### src/rtl/fetch_inst_queue.sv
// Fetch-to-decode decoupling queue: extracts the 32-bit instruction from a fetched
// 64-bit word, tags misalign/fault, and presents entries in order to decode.
module fetch_inst_queue #(
  parameter int          DEPTH    = 4,
  parameter logic [31:0] NOP_INST = 32'h0000_0013
) (
  input  logic                       clock,
  input  logic                       reset,
  input  logic                       in_valid,
  output logic                       in_ready,
  input  logic [63:0]                in_pc,
  input  logic [63:0]                in_rdata,
  input  logic                       in_fault,
  input  logic                       flush,
  output logic                       out_valid,
  input  logic                       out_ready,
  output logic [63:0]                out_pc,
  output logic [31:0]                out_inst,
  output logic                       out_misalign,
  output logic                       out_fault,
  output logic [$clog2(DEPTH):0]     count,
  output logic [31:0]                flush_drops
);

  localparam int PW = $clog2(DEPTH);
  localparam int CW = PW + 1;

  typedef struct packed {
    logic [63:0] pc;
    logic [31:0] inst;
    logic        misalign;
    logic        fault;
  } entry_t;

  entry_t          mem_q [DEPTH];
  entry_t          mem_d [DEPTH];
  logic [PW-1:0]   wr_ptr_q, wr_ptr_d;
  logic [PW-1:0]   rd_ptr_q, rd_ptr_d;
  logic [CW-1:0]   count_q, count_d;
  logic [31:0]     drops_q, drops_d;
  logic [32:0]     drops_sum;
  logic            push, pop;
  entry_t          in_entry, head;

  always_comb begin
    in_ready  = !reset && !flush && (count_q != CW'(DEPTH));
    out_valid = (count_q != '0);
    push      = in_valid && in_ready;
    pop       = out_valid && out_ready && !flush;

    in_entry.pc       = in_pc;
    in_entry.misalign = (in_pc[1:0] != 2'b00);
    in_entry.fault    = in_fault;
    if (in_entry.misalign || in_fault)
      in_entry.inst = NOP_INST;
    else
      in_entry.inst = in_pc[2] ? in_rdata[63:32] : in_rdata[31:0];

    head = mem_q[rd_ptr_q];

    mem_d    = mem_q;
    wr_ptr_d = wr_ptr_q;
    rd_ptr_d = rd_ptr_q;
    count_d  = count_q;
    drops_d  = drops_q;
    drops_sum = {1'b0, drops_q} + 33'(count_q);

    if (push) begin
      mem_d[wr_ptr_q] = in_entry;
      wr_ptr_d        = wr_ptr_q + 1'b1;
    end
    if (pop) rd_ptr_d = rd_ptr_q + 1'b1;

    unique case ({push, pop})
      2'b10:   count_d = count_q + 1'b1;
      2'b01:   count_d = count_q - 1'b1;
      default: count_d = count_q;
    endcase

    // Flush overrides any push/pop decided above and tallies discarded entries.
    if (flush) begin
      wr_ptr_d = '0;
      rd_ptr_d = '0;
      count_d  = '0;
      drops_d  = drops_sum[32] ? '1 : drops_sum[31:0];
    end
  end

  always_comb begin
    out_pc       = out_valid ? head.pc       : '0;
    out_inst     = out_valid ? head.inst     : '0;
    out_misalign = out_valid ? head.misalign : 1'b0;
    out_fault    = out_valid ? head.fault    : 1'b0;
    count        = count_q;
    flush_drops  = drops_q;
  end

  always_ff @(posedge clock) begin
    if (reset) begin
      wr_ptr_q <= '0;
      rd_ptr_q <= '0;
      count_q  <= '0;
      drops_q  <= '0;
    end else begin
      wr_ptr_q <= wr_ptr_d;
      rd_ptr_q <= rd_ptr_d;
      count_q  <= count_d;
      drops_q  <= drops_d;
    end
  end

  // Payload storage needs no reset: outputs are masked while the queue is empty.
  always_ff @(posedge clock) begin
    mem_q <= mem_d;
  end

endmodule

### config.mk
export PLATFORM = sky130hd
export DESIGN_NAME = fetch_inst_queue
export DESIGN_NICKNAME = d
export VERILOG_FILES = /design/src/rtl/fetch_inst_queue.sv
export SDC_FILE = /design/constraint.sdc
export NUM_CORES = 1
export LEC_CHECK = 0
export ABC_AREA = 1
export CAP_MARGIN = 0
export CORE_UTILIZATION = 52
export DETAILED_ROUTE_END_ITERATION = 12
export DONT_BUFFER_PORTS = 1
export PLACE_DENSITY = 0.67
export SETUP_SLACK_MARGIN = 0.1
export SLEW_MARGIN = 5
export SYNTH_ARGS = -nofsm -noshare
export SYNTH_HDL_FRONTEND = slang
export SYNTH_SLANG_ARGS = --single-unit
### constraint.sdc
create_clock -name clock -period 18.4 [get_ports clock]
set_input_delay 4.6 -clock clock [delete_from_list [all_inputs] [get_ports clock]]
set_output_delay 4.6 -clock clock [all_outputs]
set_load 0.01 [all_outputs]
* Word level (Yosys, flattened, before mapping)
Cells that the tools add are included.
** Storage, ports and cells
- Register bits after elaboration :: 431
- Latch bits :: 0
- RAM bits :: 0
- ROM bits :: 0
- Input port bits :: 134
- Memories kept :: 0
** Cells by class
- Add/subtract/negate cells :: 5
- $mul :: 0
- Div/mod/pow operators :: 0
- Order comparisons :: 3
- Eq/ne operators :: 3
- Shift operators :: 0
- Multiplexer cells :: 14
- Bitwise gates (word level) :: 2
- Reductions and logical operators :: 13
** Operators by type and width (count)
- bitwise mux 392 bit :: 1
- 2-to-1 mux 98 bit :: 3
- binary-select mux 98 bit (select 2 bit) :: 1
- demux 98 bit (select 2 bit) :: 1
- 2-to-1 mux 32 bit :: 4
- 2-to-1 mux 64 bit :: 1
- adder 32 x 3 -> 33 bit :: 1
- >= comparator 3 bit (second input constant) :: 2
- logical AND 1 bit :: 6
- NOT 2 -> 3 bit :: 2
- one-hot mux 3 bit (2 select lines) :: 1
- adder 2 x 1 -> 2 bit (second input constant) :: 2
- nonzero test 2 bit :: 2
- adder 3 x 1 -> 3 bit (second input constant) :: 1
- less-than comparator 3 x 1 -> 1 bit (second input constant) :: 1
- != test 3 bit (second input constant) :: 1
- nonzero test 3 bit :: 1
- subtractor 3 x 1 -> 3 bit (second input constant) :: 1
- == test 2 x 1 -> 1 bit (second input constant) :: 1
- == test 2 bit (second input constant) :: 1
- zero test 1 bit :: 2
- 2-to-1 mux 1 bit :: 2
- OR reduction 2 bit :: 1
- logical OR 1 bit :: 1

* Logic depth before layout (Yosys ltp)
Gate-level depths: netlist of run 1.
- Word-level depth :: 6
- Depth in mapped cells :: 11
- Depth with buffers taken out :: 11

* Worst setup path before layout of run 1
OpenSTA, ideal clock, no wires.
- Kind :: input to register
- Start point :: in flush
- End point :: reg mem_q[0] (netlist bit), enable pin
- Setup time :: 556 ps
- Arrival :: 9492 ps
- Path slack :: 8352 ps
- Stages :: 5
- Path buffers :: 0
- Cell sequence :: nor2_1 inv_1 a31oi_1 nand2_2 nor2_1
** Between the ends
- Cells in the longest elaborated chain, start to end :: 4
** RTL lines
- start: declaration :: RTL line 14 : input logic flush,
- zero test 1 bit :: RTL line 46 : in_ready = !reset && !flush && (count_q != CW'(DEPTH));
- logical AND 1 bit (2 in series) :: RTL line 46
- via in_ready :: RTL line 10 : output logic in_ready,
- logical AND 1 bit :: RTL line 48 : push = in_valid && in_ready;
- end signal: assignment :: RTL line 114 : mem_q <= mem_d;
- end: declaration :: RTL line 35 : entry_t mem_q [DEPTH];
The timed path passes the listed nets, and every way through them passes these cells.
A chain may end at the register's enable or synchronous reset.

* Final worst setup path of run 1
- Start point :: in flush
- End point :: out in_ready
** Between the ends
- Cells in the longest elaborated chain, start to end :: 3
** RTL lines (RTL line)
- zero test 1 bit :: 46
- logical AND 1 bit (2 in series) :: 46
- end: declaration :: 10
Every way passes these cells.

==> results by group, run 1 <==
Clocking
  • TritonCTS clock tree: yes
  • Hold_buf cts: 0
  • Cts repair resizes: 0
  • CTS root buf: clkbuf_16
  • Num CTS Buffers: 44
  • Reg clk slew, reported paths: 0.05 ns
  • CTS Buffer Depth: 3
  • Post-CTS setup buffers: 0
  • Skew-Pair Late Insertion Delay: 0.54 ns
  • H-tree levels: 2
  • Clock net sink count: 431

Global routing
  • GR Overflow Total: 0
  • Largest net degree at the start of global routing: 119
  • First-pass GRT wire length: 62110 um
  • Initial antenna violation count: 0
  • Gr usage total: 22.58%
  • Number of global-route vias before repair: 11100

Floorplan
  • Area of the core: 33780 sq um
  • DIE AREA: 35410 sq um
  • Die height: 188.2 um
  • I/O pins: 269
  • Die W: 188.2 um
  • Std-Cell Rows: 67
  • Initial core utilization: 53.36%

Logic synthesis
  • Syn_area_per_cell: 10.89 sq um
  • Cells after synthesis: 1655
  • Post-synth cell types: 34
  • Area share of fa/ha/maj cells after synthesis: 0.7774%
  • Simple-gate area share of the yosys netlist: 15.25%
  • Sequential fraction of the synthesis area: 69.63%
  • Cell area after synthesis: 18030 sq um
  • Synth Register Bits: 431
  • Syn_nets: 1799
  • Mux contribution to synthesized area: 0%
  • Largest family of logic cells by synthesized area: simple AND/OR/NAND/NOR gates
  • Yosys warns: 0
  • Compound-Gate Fraction of Synth Area: 10.29%
  • XOR/XNOR share of the synthesized area: 0.3401%

Final layout
  • Layout cells sized above 1: 6.039%
  • Fillers: 2708
  • Diode count: 0
  • Leading cell types in the layout, fill and taps excluded: 441 x nor2_1, 392 x edfxtp_1, 209 x o21ai_0
  • Most common cell after layout, fill and taps aside: nor2_1
  • Layout Nets: 1770
  • Area grow syn2layout: 8.899%
  • Design Area, Final: 19630 sq um

Placed design
  • Detailed placement HPWL: 22830 um
  • Port bufs: 0
  • Dpl cell area: 18360 sq um
  • Pre-CTS setup slack: 8.408 ns
  • Final RePlAce weighted congestion: 0.9183

Route
  • Initial drt markers: 716
  • Via/cell ratio: 5.558
  • Via count: 11700
  • Residual DRC count: 0
  • ANT nets after route: 0
  • Drt first pass iters: 5
  • Drt total wl: 40240 um
  • WL per Instance: 19.12 um

STA
  • Setup TNS Final: 0 ns
  • Max Clock Freq: 99.54 MHz
  • Unrepaired setup endpoints after global routing: no
  • Final Max Tran Viols: 0
  • Setup-failing EPs final: 0
  • Final min period: 10.05 ns
  • Rel. slew slack: 24.41%
  • Layout Skew: 0.01598 ns
  • Final period util: 54.60%
  • Final worst slack: 8.354 ns
  • Hold WS: 0.5403 ns
  • Final Hold Fails: 0
  • Worst Tran Pin Value: 1.134 ns

Power
  • Combinational share of power: 1.9%
  • Int Power: 0.001534 W
  • Power per cell area: 97.19 nW/um^2
  • Peak supply drop: 0.00008570 V
  • Clock share of power: 41.6%
  • Leak pwr: 6.754 nW
  • Sw frac: 19.60%
  • Power consumption: 0.001908 W
  • Share of total power in sequential cells: 56.5%
  • Net switching power: 0.0003740 W

Worst setup path
  • Critical Path AT: 5.45 ns
  • R2r setup slk: 14.85 ns
  • Crit path capture type: primary output
  • Critical Path Start Type: primary input
  • Worst R2R Start: count[1]$_SDFFE_PP0P_
  • Worst Path Required: 13.80 ns
  • Crit Path Category: in -> out
  • Crit path launch: flush
  • Worst R2R Path Depth: 6
  • Worst-path fanout max: 12
  • R2R Path End: mem_q[57]$_DFFE_PP_

Hold path
  • Hold wc startpoint: wr_ptr_q[1]$_SDFFE_PP0P_
  • Hold path endpoint: wr_ptr_q[1]$_SDFFE_PP0P_
  • Hold crit path type: reg -> reg
  • Hold Path Stages: 2

Outcome
  • Status: finished, final reports clean

Job
  • Max-cap violation count: 0
synth_stat cells:
master	number	area [sq um]
dfxtp_1	39	780.8
o21ai_0	209	1046
buf_1	14	52.55
nand3b_1	4	30.03
nand3_1	42	210.2
nor3_2	2	20.02
nor3_1	2	10.01
nand2_1	145	544.3
inv_2	2	7.510
a21oi_1	144	720.7
edfxtp_1	392	11770
nor2_4	5	56.30
nand4_1	8	50.05
buf_2	28	140.1
xor2_1	4	35.03
nand2_2	8	50.05
xnor2_1	3	26.28
or2_1	1	6.260
o21bai_1	1	7.510
nor4_1	1	6.260
nor2_2	5	31.28
nand3_4	2	35.03
inv_1	73	274.0
or2_2	2	12.51
fa_1	2	40.04
and2_1	1	6.260
a21oi_2	1	8.760
buf_6	2	22.52
nor2_1	445	1670
a31oi_1	5	31.28
ha_1	8	100.1
nand3_2	1	10.01
clkbuf_1	46	172.7
o21ai_1	8	40.04
per-stage QoR:
| stage | cells | utilization (%) |
|---|---|---|
| floorplan | 1655 | - |
| detailed placement | 2028 | 54.35 |
| finish | 2104 | 58.11 |
| CTS | 2104 | 58.11 |
| global placement | 2028 | 54.35 |
| global route | 2104 | 58.11 |
power groups by stage:
| stage | logic (W) | registers [W] | clock network, W |
|---|---|---|---|
| after floorplan | 0.0000281 | 0.00110 | 0 |
| after global routing | 0.0000415 | 0.00108 | 0.000849 |
| after detailed placement | 0.0000369 | 0.00110 | 0 |
| final | 0.0000365 | 0.00108 | 0.000794 |
| after global placement | 0.0000360 | 0.00110 | 0 |
| after CTS | 0.0000371 | 0.00108 | 0.000811 |
registers in the layout, indices dropped and copies added (netlist names):
register and flops:
mem_q 392, flush_drops 32, count 3, rd_ptr_q 2, wr_ptr_q 2
cell families after synthesis:
group           after synthesis
simple gates                674
xor+xnor                      7
flops                       431
compound gates              368
buf+inv                     165
fa+ha+maj                    10
how the worst max path moves through the flow:
stage                     depth (start not counted)  slack [ns]            endpoint
after floorplan                                   5        8.35  mem_q[0]$_DFFE_PP_
after global placement                            3        8.41            in_ready
after detailed placement                          3        8.41            in_ready
after CTS                                         3        8.40            in_ready
after global routing                              3        8.30            in_ready
final                                             3        8.35            in_ready
critical path, stage by stage:
cell and delay (ns):
nor2_1 0.35, inv_1 0.12, a31oi_1 0.37
layer usage:
metal  part of all wire (%)  GRT usage (%)  vias up
li1                       -              -     5655
met1                     42          28.73     5624
met2                     49          38.80      354
met3                    7.7          5.867       62
met4                    1.8          5.034        0
met5                      0              0        -
layout make-up:
type	count	area, sq um	share of cell area [%]
sequential	431	12560	63.98
clock inverter	23	135.1	0.6884
clock buffer	53	1135	5.781
multi-input combinational	1059	4841	24.66
timing repair buffer	15	112.6	0.5736
inverter	75	286.5	1.460
tap	448	560.5	2.856
(Power assumes the default switching activity.)
==> run 2, diff against run 1 <==
==> constraint.sdc (replaced) <==
create_clock -name clock -period 9.85 [get_ports clock]
set_input_delay 2.4625 -clock clock [delete_from_list [all_inputs] [get_ports clock]]
set_output_delay 2.4625 -clock clock [all_outputs]
set_load 0.01 [all_outputs]
==> run 2 against run 1 <==
Effect of this change: combinational power is 87% higher; non-clock buffer count stayed put; sequential share of layout area is 0.53 points lower; register-to-register slack worse by 8.7 ns; sequential power is 86% higher; count of clock-buffer cells in the layout is 2 higher; cell area is 0.84% higher; cell count is 0.24% higher; setup slack worse by 4.6 ns; clock power is 110% higher; global-route usage is 0.44 points higher; wire length is 0.58% higher.
==> results by group, run 2 (synthesis results as in run 1) <==
Hold path
  • Hold crit path type: reg -> reg
  • Hold path endpoint: wr_ptr_q[1]$_SDFFE_PP0P_
  • Hold Path Stages: 2 (unchanged)
  • Hold wc startpoint: wr_ptr_q[1]$_SDFFE_PP0P_

Floorplan
  • DIE AREA: 35410 sq um (unchanged)
  • I/O pins: 269 (unchanged)
  • Area of the core: 33780 sq um (unchanged)
  • Std-Cell Rows: 67 (unchanged)
  • Die W: 188.2 um (unchanged)
  • Initial core utilization: 53.36% (unchanged)
  • Die height: 188.2 um (unchanged)

Power
  • Power per cell area: 188.6 nW/um^2 (+94%)
  • Sw frac: 19.68% (+0.078 points)
  • Leak pwr: 6.834 nW (+1.2%)
  • Share of total power in sequential cells: 53.9% (-2.6 points)
  • Combinational share of power: 1.8% (about the same)
  • Net switching power: 0.0007348 W (+96%)
  • Peak supply drop: 0.0001765 V (+110%)
  • Clock share of power: 44.3% (+2.7 points)
  • Int Power: 0.002999 W (+96%)

Clocking
  • Hold_buf cts: 0 (unchanged)
  • Cts repair resizes: 0 (unchanged)
  • Num CTS Buffers: 45 (+2.3%)
  • CTS root buf: clkbuf_16
  • Clock net sink count: 431 (unchanged)
  • Reg clk slew, reported paths: 0.06 ns (about the same)
  • TritonCTS clock tree: yes
  • H-tree levels: 2 (unchanged)
  • CTS Buffer Depth: 3 (unchanged)
  • Post-CTS setup buffers: 0 (unchanged)
  • Skew-Pair Late Insertion Delay: 0.57 ns (+0.03 ns)

STA
  • Setup TNS Final: 0 ns (unchanged)
  • Unrepaired setup endpoints after global routing: no
  • Final Hold Fails: 0 (unchanged)
  • Setup-failing EPs final: 0 (unchanged)
  • Max Clock Freq: 164.0 MHz
  • Worst Tran Pin Value: 1.067 ns (-0.06703 ns)
  • Final worst slack: 3.752 ns (-4.603 ns)
  • Final min period: 6.098 ns
  • Final period util: 61.91%
  • Layout Skew: 0.01299 ns (-0.002987 ns)
  • Hold WS: 0.5497 ns (+0.009360 ns)
  • Rel. slew slack: 28.87% (+4.5 points)
  • Final Max Tran Viols: 0 (unchanged)

Final layout
  • Most common cell after layout, fill and taps aside: nor2_1
  • Max reg flops: 392 (unchanged)
  • Area grow syn2layout: 9.814%
  • Layout cells sized above 1: 6.623% (+0.58 points)
  • Final core occ: 58.59% (+0.49 points)
  • Register Area: 12560 sq um (unchanged)
  • Layout Nets: 1771 (+0.056%)
  • Multi-input logic area: 4841 sq um (unchanged)
  • Largest Register: mem_q
  • Fillers: 2696 (-0.44%)
  • Design Area, Final: 19800 sq um (+0.84%)
  • Diode count: 0 (unchanged)
  • Leading cell types in the layout, fill and taps excluded: 441 x nor2_1, 392 x edfxtp_1, 209 x o21ai_0

Worst setup path
  • Crit path launch: rd_ptr_q[0]$_SDFFE_PP0P_
  • Worst R2R Path Depth: 6 (unchanged)
  • Crit Path Category: reg -> out
  • Crit-path cells: buf_4 > buf_4 > nor2_1 > nor2_1 > o21ai_0 > a21oi_1
  • Critical Path AT: 3.64 ns (-1.81 ns)
  • Worst-path fanout max: 80 (+68)
  • R2R Path End: mem_q[320]$_DFFE_PP_
  • Critical Path Start Type: flip-flop
  • Worst R2R Start: count[1]$_SDFFE_PP0P_
  • Crit path capture type: primary output
  • Slowest-stage cell, CP: buf_4
  • CP peak stage delay: 0.78 ns (+0.41 ns)
  • R2r setup slk: 6.18 ns (-8.67 ns)
  • Worst Path Required: 7.39 ns (-6.41 ns)

Route
  • Via count: 11640 (-0.45%)
  • Via/cell ratio: 5.520 (-0.69%)
  • Residual DRC count: 0 (unchanged)
  • ANT nets after route: 0 (unchanged)
  • WL per Instance: 19.19 um (+0.34%)
  • Drt first pass iters: 5 (unchanged)
  • Drt total wl: 40470 um (+0.58%)
  • Initial drt markers: 724 (+1.1%)

Placed design
  • Final RePlAce weighted congestion: 0.9051 (-1.4%)
  • Dpl cell area: 18360 sq um (unchanged)
  • Port bufs: 0 (unchanged)
  • Pre-CTS setup slack: 4.014 ns (-4.393 ns)
  • Detailed placement HPWL: 23690 um (+3.8%)

Global routing
  • Initial antenna violation count: 0 (unchanged)
  • GR Overflow Total: 0 (unchanged)
  • First-pass GRT wire length: 62580 um (+0.77%)
  • Gr usage total: 23.02% (+0.44 points)
  • Largest net degree at the start of global routing: 108 (-9.2%)
  • Number of global-route vias before repair: 11240 (+1.2%)

Job
  • Max-cap violation count: 0 (unchanged)

Outcome
  • Status: finished, final reports clean
## run 2: per-layer routing
metal / vias up / GRT usage (%) / routed length, um
li1: 5658 / - / -
met2: 385 / 39.00 / 19760
met3: 71 / 7.059 / 3313
met1: 5528 / 28.05 / 16410
met5: - / 0 / 0
met4: 0 / 7.536 / 981
## run 2: stage by stage
stage / std cells / power (W)
detailed placement: 2028 / 0.002121
CTS: 2109 / 0.003767
finish: 2109 / 0.003734
global placement: 2028 / 0.002118
global route: 2109 / 0.003841
floorplan: 1655 / 0.002106
## run 2: worst max path at each step
stage / slack [ns] / endpoint
finish: 3.75 / out_inst[12]
global route: 3.44 / out_inst[26]
CTS: 3.70 / out_misalign
detailed placement: 4.01 / mem_q[391]$_DFFE_PP_
global placement: 4.10 / mem_q[391]$_DFFE_PP_
floorplan: 1.94 / mem_q[0]$_DFFE_PP_
## run 2: power groups by stage
stage	Sequential (W)	Combinational (W)	Clock (W)
final	0.00201	0.0000681	0.00165
after global routing	0.00201	0.0000775	0.00175
after CTS	0.00201	0.0000693	0.00168
after detailed placement	0.00205	0.0000689	0
after global placement	0.00205	0.0000668	0
after floorplan	0.00205	0.0000525	0
## run 2: area by class of cell
cell class / instances / share of cell area [%]
Clock buffer: 55 / 5.878
Sequential cell: 431 / 63.45
Timing Repair Buffer: 15 / 0.5689
Clock inverter: 26 / 1.372
Tap cell: 448 / 2.832
Inverter: 75 / 1.447
Multi-Input combinational cell: 1059 / 24.45
## run 2: worst max-delay path: cells and delay by family (launching register included)
| kind | cells | cell delay [ns] |
|---|---|---|
| AND/OR/NAND/NOR | 2 | 0.22 |
| buffers and inverters | 2 | 1.48 |
| AO/OA/AOI/OAI | 2 | 0.55 |
| flip-flops | 1 | 0.72 |
==> run 3, diff against run 2 <==
--- a/config.mk
+++ b/config.mk
@@ -10,7 +10,7 @@
 export CORE_UTILIZATION = 52
 export DETAILED_ROUTE_END_ITERATION = 12
 export DONT_BUFFER_PORTS = 1
-export PLACE_DENSITY = 0.67
+export PLACE_DENSITY = 0.7
 export SETUP_SLACK_MARGIN = 0.1
 export SLEW_MARGIN = 5
 export SYNTH_ARGS = -nofsm -noshare
==> constraint.sdc (replaced) <==
create_clock -name clock -period 5 [get_ports clock]
set_input_delay 1.25 -clock clock [delete_from_list [all_inputs] [get_ports clock]]
set_output_delay 1.25 -clock clock [all_outputs]
set_load 0.01 [all_outputs]
==> run 3 against run 2 <==
Effect of this change: hold slack gained 0.012 ns; critical path depth is 1 lower; sequential share of layout area is 0.22 points lower; register-to-register slack got worse by 3.9 ns; sequential power is 98% higher; setup slack worse by 2.8 ns; global-route usage is 0.77 points higher; combinational power is 110% higher; clock skew is 0.0029 ns lower; first-iteration DRC count rose by 6.8%; critical endpoint is now out_pc[8]; largest cell class unchanged.
==> results by group, run 3 (synthesis results as in run 1) <==
Outcome
  • Status: finished, final reports clean

Floorplan
  • Initial core utilization: 53.36% (unchanged)
  • Area of the core: 33780 sq um (unchanged)
  • Die height: 188.2 um (unchanged)
  • Std-Cell Rows: 67 (unchanged)
  • I/O pins: 269 (unchanged)
  • Die W: 188.2 um (unchanged)
  • DIE AREA: 35410 sq um (unchanged)

Worst setup path
  • Worst-path fanout max: 80 (unchanged)
  • Crit Path Category: reg -> out
  • Slowest-stage cell, CP: dfxtp_4
  • Critical Path Start Type: flip-flop
  • Worst R2R Start: count[2]$_SDFFE_PP0P_
  • R2R Path End: count[1]$_SDFFE_PP0P_
  • Crit path capture type: primary output
  • Crit path capture: out_pc[8]
  • Crit-path cells: inv_4 > buf_4 > nor2_1 > o21ai_0 > a21oi_1
  • Worst R2R Path Depth: 8 (+2)
  • Crit path launch: rd_ptr_q[1]$_SDFFE_PP0P_
  • Worst Path Required: 3.75 ns (-3.64 ns)
  • Critical Path AT: 2.81 ns (-0.83 ns)
  • CP peak stage delay: 0.75 ns (-0.03 ns)
  • R2r setup slk: 2.26 ns (-3.92 ns)

STA
  • Max Clock Freq: 246.6 MHz
  • Worst Tran Pin Value: 1.157 ns (+0.09022 ns)
  • Layout Skew: 0.01005 ns (-0.002945 ns)
  • Final Hold Fails: 0 (unchanged)
  • Rel. slew slack: 22.61% (-6.3 points)
  • Final period util: 81.12%
  • Setup-failing EPs final: 0 (unchanged)
  • Final min period: 4.056 ns
  • Hold WS: 0.5614 ns (+0.01170 ns)
  • Final worst slack: 0.9441 ns (-2.807 ns)
  • Unrepaired setup endpoints after global routing: no
  • Final Max Tran Viols: 0 (unchanged)

Hold path
  • Hold crit path type: reg -> reg
  • Hold Path Stages: 2 (unchanged)

Final layout
  • Final non-filler cell total: 2109 (unchanged)
  • Diode count: 0 (unchanged)
  • Fillers: 2733 (+1.4%)
  • Design Area, Final: 19860 sq um (+0.34%)
  • Area grow syn2layout: 10.19%
  • Final core occ: 58.79% (+0.20 points)
  • Leading cell types in the layout, fill and taps excluded: 441 x nor2_1, 392 x edfxtp_1, 209 x o21ai_0
  • Layout cells sized above 1: 6.502% (-0.12 points)
  • Largest Register: mem_q
  • Layout Nets: 1772 (+0.056%)
  • Max reg flops: 392 (unchanged)
  • Most common cell after layout, fill and taps aside: nor2_1

Route
  • Residual DRC count: 0 (unchanged)
  • Via/cell ratio: 5.593 (+1.3%)
  • Drt first pass iters: 5 (unchanged)
  • ANT nets after route: 0 (unchanged)
  • Via count: 11800 (+1.3%)
  • Initial drt markers: 773 (+6.8%)
  • Drt total wl: 42260 um (+4.4%)
  • WL per Instance: 20.04 um (+4.4%)

Clocking
  • CTS root buf: clkbuf_16
  • Cts repair resizes: 0 (unchanged)
  • TritonCTS clock tree: yes
  • Reg clk slew, reported paths: 0.06 ns (about the same)
  • Num CTS Buffers: 44 (-2.2%)
  • CTS Buffer Depth: 3 (unchanged)
  • Hold_buf cts: 0 (unchanged)
  • Skew-Pair Late Insertion Delay: 0.54 ns (-0.03 ns)
  • Clock net sink count: 431 (unchanged)
  • Post-CTS setup buffers: 0 (unchanged)
  • H-tree levels: 2 (unchanged)

Global routing
  • Number of global-route vias before repair: 11350 (+0.99%)
  • Initial antenna violation count: 0 (unchanged)
  • Largest net degree at the start of global routing: 200 (+85%)
  • Gr usage total: 23.79% (+0.77 points)
  • GR Overflow Total: 0 (unchanged)
  • First-pass GRT wire length: 64800 um (+3.5%)

Placed design
  • Detailed placement HPWL: 25520 um (+7.7%)
  • Port bufs: 0 (unchanged)
  • Final RePlAce weighted congestion: 0.9463 (+4.6%)
  • Cells after DPL: 2030 (+0.099%)
  • Pre-CTS setup slack: 1.354 ns (-2.660 ns)
  • Dpl cell area: 18510 sq um (+0.83%)

Power
  • Leak pwr: 6.838 nW (about the same)
  • Power per cell area: 362.7 nW/um^2 (+92%)
  • Peak supply drop: 0.0002396 V (+36%)

Job
  • Max-cap violation count: 0 (unchanged)
run 3: cell types whose count changed in the layout (fill, tap and decap cells not counted):
| cell | delta |
|---|---|
| buf_12 | +11 |
| clkbuf_1 | +5 |
| inv_6 | -3 |
| inv_16 | -1 |
| bufinv_16 | -2 |
| clkinv_1 | -3 |
| clkinv_4 | +1 |
| clkinv_2 | +1 |
| buf_4 | -9 |
run 3: per-stage QoR:
step / TNS [ns] / total power [W]
floorplan: -29.40 / 0.004147
global placement: 0 / 0.004179
detailed placement: 0 / 0.004184
CTS: 0 / 0.007260
global route: 0 / 0.007407
finish: 0 / 0.007204
run 3: critical path, delay by kind of cell, from the launching register on:
| kind | cells | cell delay, ns |
|---|---|---|
| buf+inv | 2 | 0.93 |
| simple gates | 1 | 0.15 |
| compound gates | 2 | 0.43 |
| flops | 1 | 0.75 |
run 3: routing by layer:
| layer | GRT usage [%] | up-vias | part of all wire [%] |
|---|---|---|---|
| li1 | - | 5650 | - |
| met1 | 30.77 | 5622 | 40 |
| met2 | 38.86 | 462 | 48 |
| met3 | 7.134 | 61 | 9.4 |
| met4 | 6.942 | 0 | 2.2 |
| met5 | 0 | - | 0 |
run 3: how the worst min path moves through the flow:
| stage | startpoint | slack, ns | to |
|---|---|---|---|
| global route | wr_ptr_q[0]$_SDFFE_PP0P_ | 0.58 | wr_ptr_q[0]$_SDFFE_PP0P_ |
| global placement | wr_ptr_q[1]$_SDFFE_PP0P_ | 0.51 | wr_ptr_q[1]$_SDFFE_PP0P_ |
| CTS | wr_ptr_q[1]$_SDFFE_PP0P_ | 0.56 | wr_ptr_q[1]$_SDFFE_PP0P_ |
| detailed placement | wr_ptr_q[1]$_SDFFE_PP0P_ | 0.55 | wr_ptr_q[1]$_SDFFE_PP0P_ |
| finish | wr_ptr_q[1]$_SDFFE_PP0P_ | 0.56 | wr_ptr_q[1]$_SDFFE_PP0P_ |
| floorplan | wr_ptr_q[1]$_SDFFE_PP0P_ | 0.49 | wr_ptr_q[1]$_SDFFE_PP0P_ |
run 3: power by group:
part	switching [W]	leakage [nW]	internal (W)
registers	0.0000103	3.90	0.00396
logic	0.000105	2.28	0.0000363
clock network	0.00129	0.657	0.00181
run 3: cell type report:
cell class	count	area, sq um	share of cell area, %
Clock buffer	60	1182	5.953
Clock inverter	19	167.7	0.8441
Inverter	75	286.5	1.443
Multi-Input combinational cell	1059	4841	24.37
Sequential cell	431	12560	63.23
Tap cell	448	560.5	2.822
Timing Repair Buffer	17	265.3	1.335
